[config.mk]
export PLATFORM = sky130hd
export DESIGN_NAME = reg_file
export DESIGN_NICKNAME = d
export VERILOG_FILES = /design/src/rtl/reg_file_pkg.sv /design/src/rtl/reg_file_rport.sv /design/src/rtl/reg_file.sv
export SDC_FILE = /design/constraint.sdc
export NUM_CORES = 1
export LEC_CHECK = 0
export ABC_CLOCK_PERIOD_IN_PS = 1600
export BUFFER_PORTS_ARGS = -buffer_cell sky130_fd_sc_hd__buf_2
export CORE_ASPECT_RATIO = 0.7
export CORE_UTILIZATION = 50
export CTS_CLUSTER_SIZE = 14
export DETAILED_ROUTE_END_ITERATION = 12
export PLACE_DENSITY = 0.71
export SYNTH_ARGS = -nofsm -noshare
export SYNTH_HDL_FRONTEND = slang
export SYNTH_SLANG_ARGS = --single-unit
[constraint.sdc]
create_clock -name clk -period 1.6 [get_ports clk]
set_input_delay 0.24 -clock clk [delete_from_list [all_inputs] [get_ports clk]]
set_output_delay 0.24 -clock clk [all_outputs]
set_load 0.03 [all_outputs]
[src/rtl/reg_file_pkg.sv]
// Shared types and defaults for the register file.
// Macro REG_FILE_BYPASS_EN enables write-to-read forwarding on same-cycle collisions.
package reg_file_pkg;

  localparam int DEF_WIDTH = 4;
  localparam int DEF_DEPTH = 8;
  localparam int DEF_AW    = $clog2(DEF_DEPTH);

  typedef logic [DEF_WIDTH-1:0] data_t;
  typedef logic [DEF_AW-1:0]    addr_t;

  localparam addr_t ZERO_REG = '0;

`ifdef REG_FILE_BYPASS_EN
  localparam bit BYPASS_EN = 1'b1;
`else
  localparam bit BYPASS_EN = 1'b0;
`endif

endpackage

[src/rtl/reg_file_rport.sv]
// One registered read port: zero/range check, optional forwarding, and the
// rdata/rvalid registers. rdata holds its last value while re is low.
module reg_file_rport
  import reg_file_pkg::*;
#(
  parameter int WIDTH = DEF_WIDTH,
  parameter int DEPTH = DEF_DEPTH,
  parameter int AW    = $clog2(DEPTH)
) (
  input  logic             clk,
  input  logic             rst,
  input  logic             re,
  input  logic [AW-1:0]    raddr,
  input  logic             we,
  input  logic [AW-1:0]    waddr,
  input  logic [WIDTH-1:0] wdata,
  input  logic [WIDTH-1:0] mem [DEPTH],
  output logic [WIDTH-1:0] rdata,
  output logic             rvalid
);

  logic             addr_ok;
  logic             bypass_hit;
  logic [WIDTH-1:0] next_data;

  // NOTE: every always_comb output gets a default first so no latch is inferred.
  always_comb begin
    addr_ok    = (raddr != AW'(ZERO_REG)) && (int'(raddr) < DEPTH);
    bypass_hit = addr_ok && we && (waddr == raddr);
    next_data  = '0;
    if (addr_ok) next_data = mem[raddr];
    if (BYPASS_EN && bypass_hit) next_data = wdata;
  end

  // NOTE: sequential state is updated only with non-blocking assignments.
  always_ff @(posedge clk or negedge rst) begin
    if (!rst) begin
      rdata  <= '0;
      rvalid <= 1'b0;
    end else begin
      rvalid <= re;
      if (re) rdata <= next_data;
    end
  end

endmodule

[src/rtl/reg_file.sv]
// Register file: one synchronous write port, two registered read ports.
// Entry 0 reads as zero. Macro REG_FILE_BYPASS_EN selects new-data forwarding.
module reg_file
  import reg_file_pkg::*;
#(
  parameter  int WIDTH = DEF_WIDTH,
  parameter  int DEPTH = DEF_DEPTH,
  localparam int AW    = $clog2(DEPTH)
) (
  input  logic             clk,
  input  logic             rst,
  input  logic             we,
  input  logic [AW-1:0]    waddr,
  input  logic [WIDTH-1:0] wdata,
  input  logic             re1,
  input  logic [AW-1:0]    raddr1,
  output logic [WIDTH-1:0] rdata1,
  output logic             rvalid1,
  input  logic             re2,
  input  logic [AW-1:0]    raddr2,
  output logic [WIDTH-1:0] rdata2,
  output logic             rvalid2
);

  logic [WIDTH-1:0] mem [DEPTH];

  // NOTE: the storage is reset explicitly because a reset must clear every entry;
  // entry 0 is never written, and out-of-range addresses match no entry.
  always_ff @(posedge clk or negedge rst) begin
    if (!rst) begin
      for (int i = 0; i < DEPTH; i++) mem[i] <= '0;
    end else begin
      for (int i = 1; i < DEPTH; i++) begin
        if (we && (waddr == AW'(i))) mem[i] <= wdata;
      end
    end
  end

  reg_file_rport #(.WIDTH(WIDTH), .DEPTH(DEPTH), .AW(AW)) u_rport1 (
    .clk    (clk),
    .rst    (rst),
    .re     (re1),
    .raddr  (raddr1),
    .we     (we),
    .waddr  (waddr),
    .wdata  (wdata),
    .mem    (mem),
    .rdata  (rdata1),
    .rvalid (rvalid1)
  );

  reg_file_rport #(.WIDTH(WIDTH), .DEPTH(DEPTH), .AW(AW)) u_rport2 (
    .clk    (clk),
    .rst    (rst),
    .re     (re2),
    .raddr  (raddr2),
    .we     (we),
    .waddr  (waddr),
    .wdata  (wdata),
    .mem    (mem),
    .rdata  (rdata2),
    .rvalid (rvalid2)
  );

endmodule

# Word-level counts from Yosys, hierarchy flattened
# Index checks and enable logic that the tools add are counted.
[word_totals]
output_inout_bits = 10
word_cells = 39
input_bits = 18
register_bits = 38
[op_classes]
n_reduce_logical = 9
bitwise = 2
mux = 8
n_eq_ne = 7
magnitude_cmp = 2
[op_table]
columns = ["operator", "count"]
rows = [
  ["4-bit binary-select mux with 3-bit select", 2],
  ["4-bit two-way mux", 6],
  ["3-bit == test (second input constant)", 4],
  ["4-bit greater-or-equal comparator (second input constant)", 2],
  ["3-bit inverter with 4-bit output", 2],
  ["1-bit logical AND", 7],
  ["3-bit by 2-bit == test with 1-bit output (second input constant)", 2],
  ["3-bit nonzero test", 2],
  ["3-bit by 1-bit == test with 1-bit output (second input constant)", 1],
]

# Longest topological paths before layout
[logic_depth]
ltp_word = 5
mapped_depth = 6
depth_no_buf = 4

# By module
# From an unflattened synthesis, not the netlist that was laid out.
[unflattened]
cells_unflattened = 146
area_unflattened_um2 = 1979.4
[by_module_without_submodules]
columns = ["mod", "cells_each", "area_each_um2", "seq_area_each_um2", "instances"]
rows = [
  ["reg_file", 64, 1101.1, 700.7, 1],
  ["reg_file_rport", 41, 439.2, 125.1, 2],
]

# Worst setup path before layout
# Ideal clock, no wire load.
[synth_path]
path_type = "input to register"
startpoint = "input port raddr2[0]"
endpoint = "register u_rport2.rdata[1]"
path_buffers = 1
cell_stages = 4
slack_ns = 0.329
arrival_time_ns = 1.143
setup_ns = 0.129
required_ns = 1.471
cell_sequence = "buf_6 > mux4_2 > a221oi_1 > a21oi_1"
[synth_via]
elab_chain_len = 5
word_cells_on_any_way = 6
classes_between = "4 x mux; 1 x bitwise; 1 x reduce/logical"
[synth_rtl]
columns = ["element", "line_no", "text"]
rows = [
  ["start: declaration", "reg_file.sv:20", "input logic [AW-1:0] raddr2,"],
  ["3-bit inverter with 4-bit output (not written as such)", "reg_file_rport.sv:31", "if (addr_ok) next_data = mem[raddr];"],
  ["4-bit binary-select mux with 3-bit select", "reg_file_rport.sv:31", ""],
  ["4-bit two-way mux (not written as such) (2 in a row)", "reg_file_rport.sv:31", ""],
  ["4-bit two-way mux *", "reg_file_rport.sv:31", ""],
  ["end signal: assignment", "reg_file_rport.sv:42", "if (re) rdata <= next_data;"],
  ["end: declaration", "reg_file_rport.sv:18", "output logic [WIDTH-1:0] rdata,"],
]
# Mark *: on every way between the ends. The rest lies on a longest branch, timed or not. The select of a mux whose other input is x is not followed.
# A chain may end at the register's enable or synchronous reset.

# Worst setup path after layout
[layout_path]
startpoint = "register mem[26] (netlist name)"
endpoint = "register u_rport1.rdata[2]"
[layout_via]
elab_chain_len = 4
[layout_rtl]
columns = ["element", "line_no", "text"]
rows = [
  ["start: declaration", "reg_file.sv:25", "logic [WIDTH-1:0] mem [DEPTH];"],
  ["start signal: indexed assignment", "reg_file.sv:34", "if (we && (waddr == AW'(i))) mem[i] <= wdata;"],
  ["4-bit binary-select mux with 3-bit select", "reg_file_rport.sv:31", ""],
  ["4-bit two-way mux (not written as such) (2 in a row)", "reg_file_rport.sv:31", ""],
  ["4-bit two-way mux", "reg_file_rport.sv:31", ""],
  ["end signal: assignment", "reg_file_rport.sv:42", ""],
  ["end: declaration", "reg_file_rport.sv:18", ""],
]
# No other way between the ends. The select of a mux whose other input is x is not followed.

==> impl_metrics.ini <==
[synthesis]
synth-edff-count = 0
post_synth_num_cell_types = 30
synthesis.nets = 166
post_synth_instance_area_sq_mm = 0.001958
synth.top_cells.by_area = sky130_fd_sc_hd__dfrtp_1 (49%), sky130_fd_sc_hd__mux2_2 (22%), sky130_fd_sc_hd__mux2i_1 (6.1%), sky130_fd_sc_hd__buf_6 (2.3%), sky130_fd_sc_hd__mux4_2 (2.3%)
synth_area_per_cell_sq_um = 13.23
synthArstFlopShare = 1.000
yosysWarningCount = 4
netlist.area_leader.share = 0.4856
dominantRegCellSynth = sky130_fd_sc_hd__dfrtp_1
synth-seq-area-share = 0.4856
postSynthCellCount = 148
synth_top_cell_by_area = sky130_fd_sc_hd__dfrtp_1
synth_seq_cells = 38

[placement]
placed_cells = 222
port_buffers = 27
detailedPlacementHpwl_um = 3215
finalWeightedCongestion = 0.8381

[sta]
tightest_slew_ns = 0.4423
slew-limit-headroom = 0.7042
final_min_period_over_clock_period = 0.8703
clock_skew_ns = 0.004566
finalMaxSlewViolations = 0
timing.final.hold_violations = 0
setup-tns-final_ns = 0
max_clock_freq_mhz = 718.1
post-route-min-period_ns = 1.392
setup_viol = 0
rsz0062_at_grt = false

[floorplanning]
dieHeight_um = 54.36
die-width_um = 76.80
starting_utilization_of_the_core_area = 0.5400
floorplan.io_pins = 28
core_area_sq_mm = 0.003626
std_cell_rows = 18
die_area_sq_mm = 0.004175

[routing]
number_of_vias_after_detailed_routing = 1348
routed_wire_length_um = 4447
firstDrtPassIters = 4
drtIter0Drc = 122
final_ant_viol_nets = 0
post_drt_wl_per_cell_um = 19.33
viasPerCell = 5.861
route.detailed.drc = 0

[global_route]
global_route_wire_length_before_repair_um = 6989
gr-usage-all-layers = 0.2380
grt_remaining_overflow = 0
largest_net_degree_at_the_start_of_global_routing = 23
grt_antenna_before_repair = 0
vias_in_the_first_global_route = 1250

[outcome]
outcome = finished clean

[power]
power.leakage_nw = 0.9824
clock_power_share = 0.241
power_switching_w = 0.0007892
share_comb_of_total_power = 0.255
p_sw_frac = 0.3047
power_report.internal_total_w = 0.001801
max-vdd-ir-drop_uv = 757.8
seqPwrFrac = 0.504
power-per-cell-area_mw_per_mm2 = 1166

[setup_path]
critical_path_class = register to register
timing.critical_path.from_type = register
worstPathRequired_ns = 1.78
critPathCaptureType = register
cell_chain_of_the_critical_path = mux2_4 > a221oi_2 > nor2_1 > mux2_2
cp-endpoint = u_rport1.rdata[2]
worst_r2r_endpoint = u_rport1.rdata[2]
r2r.worst_path.cells = 4
rrSetupSlack_ns = 0.21
worst-endpoint-arrival_ns = 1.57
cp_slowest_stage_delay_ns = 0.40
cp_slowest_cell = sky130_fd_sc_hd__dfrtp_1
cp-startpoint = mem[26]
maximum_fanout_along_the_worst_path = 3
reg2reg_from = mem[26]

[clock_network]
cts.root.buffer_cell = sky130_fd_sc_hd__clkbuf_8
cts-buffers-inserted = 5
cts_tree = done
clock_sinks = 38
cts_max_path_buffers = 2
clk_transition_reported_paths_ns = 0.07
clkLatencyLatePin_ns = 0.29
cts-htree-levels = 2

[flow_run]
maxCapViolCount = 0

[finish]
n_fill_cell = 285
instances_no_fill = 230
antenna-diode-count = 0
layout_common_cells = sky130_fd_sc_hd__mux2_2 (38), sky130_fd_sc_hd__dfrtp_1 (38), sky130_fd_sc_hd__buf_2 (27)
fraction_of_layout_instances_using_a_drive_strength_above_1 = 0.4556
layout.nets = 198
syn_to_final_growth_pct = 13.48

[worst_hold_path]
hold_path.class = input port to register
layout make-up:
class / count / area, sq um / share of cell area
clock buffer: 7 / 76.32 / 0.03435
inverter: 1 / 3.754 / 0.001689
multi-input combinational: 102 / 940.9 / 0.4234
sequential: 38 / 950.9 / 0.4279
tap: 50 / 62.56 / 0.02815
timing repair buffer: 32 / 187.7 / 0.08446
worst min-delay path by stage:
stage / from / endpoint / slack (ns) / cells after the start
floorplan: rst / mem[0] / -0.06 / 0
global placement: rst / u_rport2.rvalid / 0.21 / 1
detailed placement: rst / u_rport2.rvalid / 0.21 / 1
CTS: re1 / u_rport1.rvalid / 0.13 / 1
global route: re1 / u_rport1.rvalid / 0.13 / 1
finish: re1 / u_rport1.rvalid / 0.14 / 1
power groups by stage:
stage | Sequential, W | Combinational [W] | Clock, W
2_1_floorplan | 0.00136 | 0.000408 | 0
3_3_place_gp | 0.00131 | 0.000637 | 0
3_5_place_dp | 0.00132 | 0.000659 | 0
4_1_cts | 0.00130 | 0.000663 | 0.000636
5_1_grt | 0.00133 | 0.000711 | 0.000687
6_report | 0.00131 | 0.000659 | 0.000625
sequential cells by signal (all words and copies together), names as in the netlist:
name,flops
mem,28
u_rport1.rdata,4
u_rport2.rdata,4
u_rport1.rvalid,1
u_rport2.rvalid,1
per-layer routing:
metal  GRT usage  wire length [um]  up-vias  part of all wire
li1            -                 -      627                 -
met1      0.3262              2117      675              0.48
met2      0.3750              2021       43              0.45
met3     0.06833               277        3             0.062
met4     0.06410                29        0            0.0065
met5           0                 0        -                 0
stage by stage:
step	area [sq um]	utilization	hold slack, ns	total power [W]	setup slack, ns
2_1_floorplan	1958	-	-0.05559	0.001765	0.3286
3_3_place_gp	2136	0.5890	0.2059	0.001945	0.1514
3_5_place_dp	2136	0.5890	0.2107	0.001978	0.09307
4_1_cts	2222	0.6128	0.1285	0.002602	0.2078
5_1_grt	2222	0.6128	0.1310	0.002729	0.1639
6_report	2222	0.6128	0.1367	0.002590	0.2075
cells in the mapped netlist, types with 3 or more instances:
cell / count
sky130_fd_sc_hd__o22a_1: 3
sky130_fd_sc_hd__nand2b_1: 3
sky130_fd_sc_hd__mux2i_1: 12
sky130_fd_sc_hd__mux2_2: 38
sky130_fd_sc_hd__a21oi_1: 5
sky130_fd_sc_hd__o22ai_1: 3
sky130_fd_sc_hd__nand4b_1: 3
sky130_fd_sc_hd__dfrtp_1: 38
sky130_fd_sc_hd__nor2_1: 8
sky130_fd_sc_hd__buf_6: 4
sky130_fd_sc_hd__nand2_1: 6
worst max-delay path, delay by kind of cell (launching register included):
family | cells | cell delay, ns
muxes | 2 | 0.56
DFF | 1 | 0.40
AOI/OAI and AO/OA | 1 | 0.23
and+or+nand+nor | 1 | 0.08
logic make-up after synthesis:
kind of cell / after synthesis / share of synthesized area
and+or+nand+nor: 29 / 0.08562
buffers and inverters: 8 / 0.03386
AOI/OAI and AO/OA: 19 / 0.07669
muxes: 54 / 0.3182
DFF: 38 / 0.4856
what timing repair did:
item	CTS	global route
setup buffers	0	0
hold buffers	1	0
endpoints found under the hold margin	16	0
gates resized for setup	0	0
Power figures use the tool's default switching activity.
